$ cat src/rtl/r2mdc_commutator_ctrl.sv
// r2mdc_commutator_ctrl
//   Delay-commutator between two radix-2 butterfly stages of an R2MDC FFT.
//   The upstream butterfly gives an upper lane (Y0) and a lower lane (Y1).
//   The lower lane is delayed by D beats. A commutator then swaps or passes
//   the two lanes, and its top output is delayed by a further D beats. The
//   result is pairs spaced D samples apart for the next butterfly, together
//   with the twiddle exponent that the next butterfly applies.
//
// Ports
//   clk, rst_n             clock, asynchronous active-low reset
//   clear                  synchronous restart of counters and valid pipeline
//   in_valid               one upstream pair this cycle (no backpressure)
//   in_u_re/im, in_l_re/im upper / lower lane, signed W-bit
//   out_valid, out_sof     registered pair strobe, first pair of a frame
//   out_a_re/im, out_b_re/im  downstream butterfly A / B inputs
//   tw_idx                 twiddle exponent k for W_N^k
module r2mdc_commutator_ctrl #(
   parameter int N = 16,
   parameter int D = 4,
   parameter int W = 16
) (
   input  logic                          clk,
   input  logic                          rst_n,
   input  logic                          clear,
   input  logic                          in_valid,
   input  logic signed [W-1:0]           in_u_re,
   input  logic signed [W-1:0]           in_u_im,
   input  logic signed [W-1:0]           in_l_re,
   input  logic signed [W-1:0]           in_l_im,
   output logic                          out_valid,
   output logic                          out_sof,
   output logic signed [W-1:0]           out_a_re,
   output logic signed [W-1:0]           out_a_im,
   output logic signed [W-1:0]           out_b_re,
   output logic signed [W-1:0]           out_b_im,
   output logic [$clog2(N/2)-1:0]        tw_idx
);

   localparam int TW = $clog2(N/2);
   localparam int LD = $clog2(D);
   localparam int SH = $clog2(N/(2*D));
   localparam int FW = $clog2(D+1);

   logic [TW-1:0]    t_cnt;
   logic [TW-1:0]    j_cnt;
   logic [FW-1:0]    fill_cnt;
   logic [2*W-1:0]   dl [D];
   logic [2*W-1:0]   du [D];
   logic [2*W-1:0]   out_a;
   logic [2*W-1:0]   out_b;

   logic             adv;
   logic             sel;
   logic             fill_done;
   logic [2*W-1:0]   u_cur;
   logic [2*W-1:0]   l_cur;
   logic [2*W-1:0]   top;
   logic [2*W-1:0]   bottom;
   logic [TW-1:0]    tw_next;

   assign adv       = in_valid & ~clear;
   assign sel       = t_cnt[LD];
   assign u_cur     = {in_u_re, in_u_im};
   assign l_cur     = dl[D-1];
   assign top       = sel ? l_cur : u_cur;
   assign bottom    = sel ? u_cur : l_cur;
   assign fill_done = (fill_cnt == FW'(D));
   // (j mod D) * N/(2D); both factors are powers of two, so mask and shift.
   assign tw_next   = (j_cnt & TW'(D-1)) << SH;

   assign out_a_re = out_a[2*W-1:W];
   assign out_a_im = out_a[W-1:0];
   assign out_b_re = out_b[2*W-1:W];
   assign out_b_im = out_b[W-1:0];

   // Delay lines keep their contents across clear; the fill counter keeps
   // stale entries from ever being presented as valid.
   always_ff @(posedge clk or negedge rst_n) begin
      if (!rst_n) begin
         for (int i = 0; i < D; i++) begin
            dl[i] <= '0;
            du[i] <= '0;
         end
      end else if (adv) begin
         for (int i = 1; i < D; i++) begin
            dl[i] <= dl[i-1];
            du[i] <= du[i-1];
         end
         dl[0] <= {in_l_re, in_l_im};
         du[0] <= top;
      end
   end

   always_ff @(posedge clk or negedge rst_n) begin
      if (!rst_n) begin
         t_cnt     <= '0;
         j_cnt     <= '0;
         fill_cnt  <= '0;
         out_valid <= 1'b0;
         out_sof   <= 1'b0;
         out_a     <= '0;
         out_b     <= '0;
         tw_idx    <= '0;
      end else if (clear) begin
         t_cnt     <= '0;
         j_cnt     <= '0;
         fill_cnt  <= '0;
         out_valid <= 1'b0;
         out_sof   <= 1'b0;
      end else if (in_valid) begin
         t_cnt     <= t_cnt + TW'(1);
         out_valid <= fill_done;
         if (!fill_done) begin
            fill_cnt <= fill_cnt + FW'(1);
            out_sof  <= 1'b0;
         end else begin
            out_a   <= du[D-1];
            out_b   <= bottom;
            tw_idx  <= tw_next;
            out_sof <= (j_cnt == '0);
            j_cnt   <= j_cnt + TW'(1);
         end
      end else begin
         out_valid <= 1'b0;
         out_sof   <= 1'b0;
      end
   end

endmodule

$ cat config.mk
export PLATFORM = sky130hd
export DESIGN_NAME = r2mdc_commutator_ctrl
export DESIGN_NICKNAME = d
export VERILOG_FILES = /design/src/rtl/r2mdc_commutator_ctrl.sv
export SDC_FILE = /design/constraint.sdc
export NUM_CORES = 1
export LEC_CHECK = 0
export CAP_MARGIN = 20
export CORE_ASPECT_RATIO = 0.75
export CORE_MARGIN = 1.5
export CORE_UTILIZATION = 52
export CTS_BUF_LIST = sky130_fd_sc_hd__clkbuf_16
export DETAILED_ROUTE_END_ITERATION = 12
export PLACE_DENSITY_LB_ADDON = 0.1
export SETUP_SLACK_MARGIN = 0.3
export SKIP_CTS_REPAIR_TIMING = 1
export SLEW_MARGIN = 20
export SYNTH_ARGS = -nofsm -noshare
export SYNTH_HDL_FRONTEND = slang
export SYNTH_SLANG_ARGS = --single-unit
$ cat constraint.sdc
create_clock -name clk -period 1.71 [get_ports clk]
set_clock_uncertainty 0.15 [all_clocks]
set_input_delay 0.2565 -clock clk [delete_from_list [all_inputs] [get_ports clk]]
set_output_delay 0.2565 -clock clk [all_outputs]
set_load 0.1 [all_outputs]
# ---- Word-level counts from Yosys, hierarchy flattened
# Index checks and enable logic that the tools add are counted.
dict set report totals {
  register_bits 333
  input_bits 68
  out_inout_bits 69
  elab_cells 44
}
dict set report classes {
  addsub 3
  eq_ne 2
  muxes 15
  bitwise 2
  reduce_logical 6
}
# operator count
set op_table {}
lappend op_table {{$mux 32} 2}
lappend op_table {{$mux 3} 8}
lappend op_table {{$add 3x1->3 const B} 3}
lappend op_table {{$mux 1} 5}
lappend op_table {{$reduce_and 2->1} 2}
lappend op_table {{$reduce_bool 2->1} 2}
lappend op_table {{$eq 3x3->1 const B} 1}
lappend op_table {{$logic_not 3->1} 1}
lappend op_table {{$reduce_and 3->1} 1}
lappend op_table {{$ne 2x2->1 const B} 1}
lappend op_table {{$and 1x1->1} 1}
lappend op_table {{$not 1->1} 1}

# ---- Longest topological paths before layout
dict set report depth {
  depth_word 4
  depth_mapped 6
  ltp_nobuf 4
}

# ---- Least setup slack after synthesis
# OpenSTA, ideal clock, no wires.
dict set report synth_timing {
  path_type {register to register}
  from {register fill_cnt[0]}
  to {register out_a[13]}
  setup_ps 125
  arrival_time_ps 1391
  required_time_ps 1435
  setup_slack_ps 44
  stages_incl_launch_ff 7
  path_buffers 2
  period_less_slack_ps 1666
  path_cell_list {dfrtp_1 inv_1 ha_1 nand4b_4 buf_6 buf_6 mux2_4}
}
dict set report synth_via {
  elab_chain_len 2
}
# element line_no
set synth_lines {}
lappend synth_lines {{start: declaration} 46} ;# logic [FW-1:0] fill_cnt;
lappend synth_lines {{start signal: assignment} 114} ;# fill_cnt <= fill_cnt + FW'(1);
lappend synth_lines {{$eq 3x3->1} 67} ;# assign fill_done = (fill_cnt == FW'(D));
lappend synth_lines {{$reduce_and 3->1 (no source line)} -}
lappend synth_lines {{end signal: assignment} 117} ;# out_a <= du[D-1];
lappend synth_lines {{end: declaration} 49} ;# logic [2*W-1:0] out_a;
# No other way between the ends.
# A chain may end at the register's enable or synchronous reset.

# ---- Final worst setup path
dict set report layout_timing {
  from {register fill_cnt[0]}
  to {register out_b[15]}
}
dict set report layout_via {
  elab_chain_len 2
}
# element line_no
set layout_lines {}
lappend layout_lines {{$eq 3x3->1} 67}
lappend layout_lines {{$reduce_and 3->1 (no source line)} -}
lappend layout_lines {{end signal: assignment} 118} ;# out_b <= bottom;
lappend layout_lines {{end: declaration} 50} ;# logic [2*W-1:0] out_b;
# No other way between the ends.

==> metrics <==
outcome finished with violations; failing checks setup timing; Pleak 8.89 nW; Primary FF master, synth dfrtp_1; first-pass GRT wire length 42.8 mm; post-layout min period 1.73 ns; synth top area cells dfrtp_1, mux2_4, mux2_2; # rows 52; post-synthesis register bit count 333; met2 Usage GRT 27.6%; Placer Congestion 0.785; CP max stage cell dfrtp_1; Cell Pwr Density 1290 nW/µm²; Die Span Y 147 µm; FF-to-FF Start fill_cnt[0]$_DFFE_PN0P_; final setup violation count 18; Iter 0 DRT Violations 271; die width 195 µm; RSZ-0062 raised after global routing true; met3 global-route usage 4.48%; Initial Util 53.0%; kind of cell adding the most delay to the critical path buffers and inverters; vias in the first global route 7562; clk root buf clkbuf_16; Place WS -0.352 ns; Bufs and invs on worst path 3; H-tree level count 2; Seq/Total Area, Yosys 58.2%; Total Routed Length 28.0 mm; die area 28500 µm²; Routed Antenna Nets 0; Max Root-Sink Buffers 3; drt drc 0; Clock Latency Late Sink 0.50 ns; detailed placer's ending HPWL 18.1 mm; layout cells sized above 1 58.0%; syn_nets 880; Synth top area share 58.2%; Final Cycle Share 101%; Placed Area 17000 µm²; Worst setup EP type flip-flop; Distinct cells, synth 26; core area 27000 µm²; fillers 1763; Gate Count Post-Synth 807; clk slew on worst S/H paths 0.06 ns; Synth area leader dfrtp_1; Critical R2R Capture out_b[15]$_DFFE_PN0P_; WHS 0.0415 ns; CP Launch Type flip-flop; R2R setup slack -0.02 ns; non-filler cells, final 1407; num ports 137; fin nets 1101; area occupied by multi-input gates 5680 µm²; clk sinks 333; worst-path fanout max 15; VDD IR max 0.668 mV; largest net degree at the start of global routing 67; initial antenna violation count 5; Layout area overhead 31.6%; Syn. warnings 0; critical path required time 1.94 ns; PortBufs 135; Hold Violations, Final 0; Max Slew Vio Count 0; DR WL/cell 19.9 µm; setup ws final -0.0224 ns; max_cap viols 0; CTS Buf Count 35; Synth Cell Area 14300 µm²; FF/Latch Area 8340 µm²; CTS tree yes; crit-path max cell delay 0.40 ns; Arr. time, crit path 1.96 ns; cells along the critical path inv_2, ha_4, nand4b_4, buf_12, clkbuf_16, mux2_2; busiest grt layer met1; Placed Cells 1295; total grt overflow 0; via count 7189; Post-synth EDFFs 0; Crit Path Class reg -> reg; Max Clock Freq 577 MHz; Mean Syn Cell Area 17.7 µm²; met1 Track Usage GR 27.9%; Worst R2R Path Depth 6; Tot GR Track Use 18.8%; worst hold path type in -> async; drt pass-1 iters 4; setup_tns -0.0949 ns; fraction of registers with async set/reset 100%; post-layout instance area 18800 µm²; vias per inst 5.11
[area by class of cell]
cell class,count,share of cell area [%]
Sequential cell,333,44.3
Multi-Input combinational cell,423,30.2
Antenna cell,4,0.0531
Timing Repair Buffer,230,17.3
Clock inverter,26,1.17
Clock buffer,35,4.65
Inverter,5,0.0996
Tap cell,351,2.33
[power breakdown]
group          switching [W]  internal (W)  leakage, nW
combinational        0.00215       0.00358         4.25
sequential           0.00142       0.00980         4.09
clock                0.00298       0.00432        0.551
total                0.00655        0.0177         8.89
[synthesized netlist by cell type, drive strengths merged (2+ instances only)]
cell type  instances
buf               43
nand2b             4
clkbuf             3
dfrtp            333
a21oi              2
mux2i              3
nor2b              4
inv                5
nor2               5
mux2             389
ha                 5
[worst max path at each step]
stage | end | cells after the start | start
after floorplan | out_a[13]$_DFFE_PN0P_ | 6 | fill_cnt[1]$_DFFE_PN0P_
after global placement | du[18]$_DFFE_PN0P_ | 5 | in_valid
after detailed placement | du[114]$_DFFE_PN0P_ | 5 | clear
after CTS | out_a[6]$_DFFE_PN0P_ | 5 | fill_cnt[0]$_DFFE_PN0P_
after global routing | out_b[15]$_DFFE_PN0P_ | 6 | fill_cnt[0]$_DFFE_PN0P_
final | out_b[15]$_DFFE_PN0P_ | 6 | fill_cnt[0]$_DFFE_PN0P_
[placed cells by master (no fill, tap or decap), drive strengths merged]
cell           Yosys  final
mux2             389    389
a21boi             1      1
conb               1      1
nand4              1      1
nor2               5      5
a21oi              2      2
and3               1      1
dlymetal6s2s       0      2
dfrtp            333    333
inv                5     11
clkbuf             3     44
nand4b             1      1
bufinv             0      4
dlygate4sd3        0      1
buf               43    154
nand2b             4      4
clkinvlp           0      2
ha                 5      5
nor3b              1      1
xnor2              1      1
diode              0      4
and4b              1      1
clkinv             0     14
mux2i              3      3
nand3b             1      1
clkdlybuf4s50      0     64
nor2b              4      4
nor3               1      1
a21bo              1      1
[metal layers]
metal	wire [µm]	share of wire, %
met3	1220	4.4
met4	552	2.0
met1	13200	47
met5	13	0.046
met2	13000	46
[sequential cells by signal, summed over array words and instances, names as in the netlist]
name / count
dl: 96
out_a: 32
out_sof: 1
tw_idx: 2
du: 128
l_cur: 32
out_valid: 1
j_cnt: 3
t_cnt: 3
fill_cnt: 3
out_b: 32
[through the flow]
stage	power (W)	utilization [%]
after global routing	0.0253	69.8
after CTS	0.0243	67.0
after floorplan	0.0150	-
after detailed placement	0.0169	63.0
final	0.0242	69.8
after global placement	0.0166	63.0
[worst reg2reg max path: stages, from the launching register on]
cell and delay [ns]:
dfrtp_1 0.40, inv_2 0.07, ha_4 0.18, nand4b_4 0.09, buf_12 0.16, clkbuf_16 0.21, mux2_2 0.36
[cells by family after synthesis]
kind of cell | synth area share, %
muxes | 36.8
DFF | 58.2
buffers and inverters | 3.29
and+or+nand+nor | 0.944
adders and majority gates | 0.437
AOI/OAI and AO/OA | 0.192
other | 0.0262
xor gates and xnor gates | 0.0612
Power figures use the tool's default switching activity.
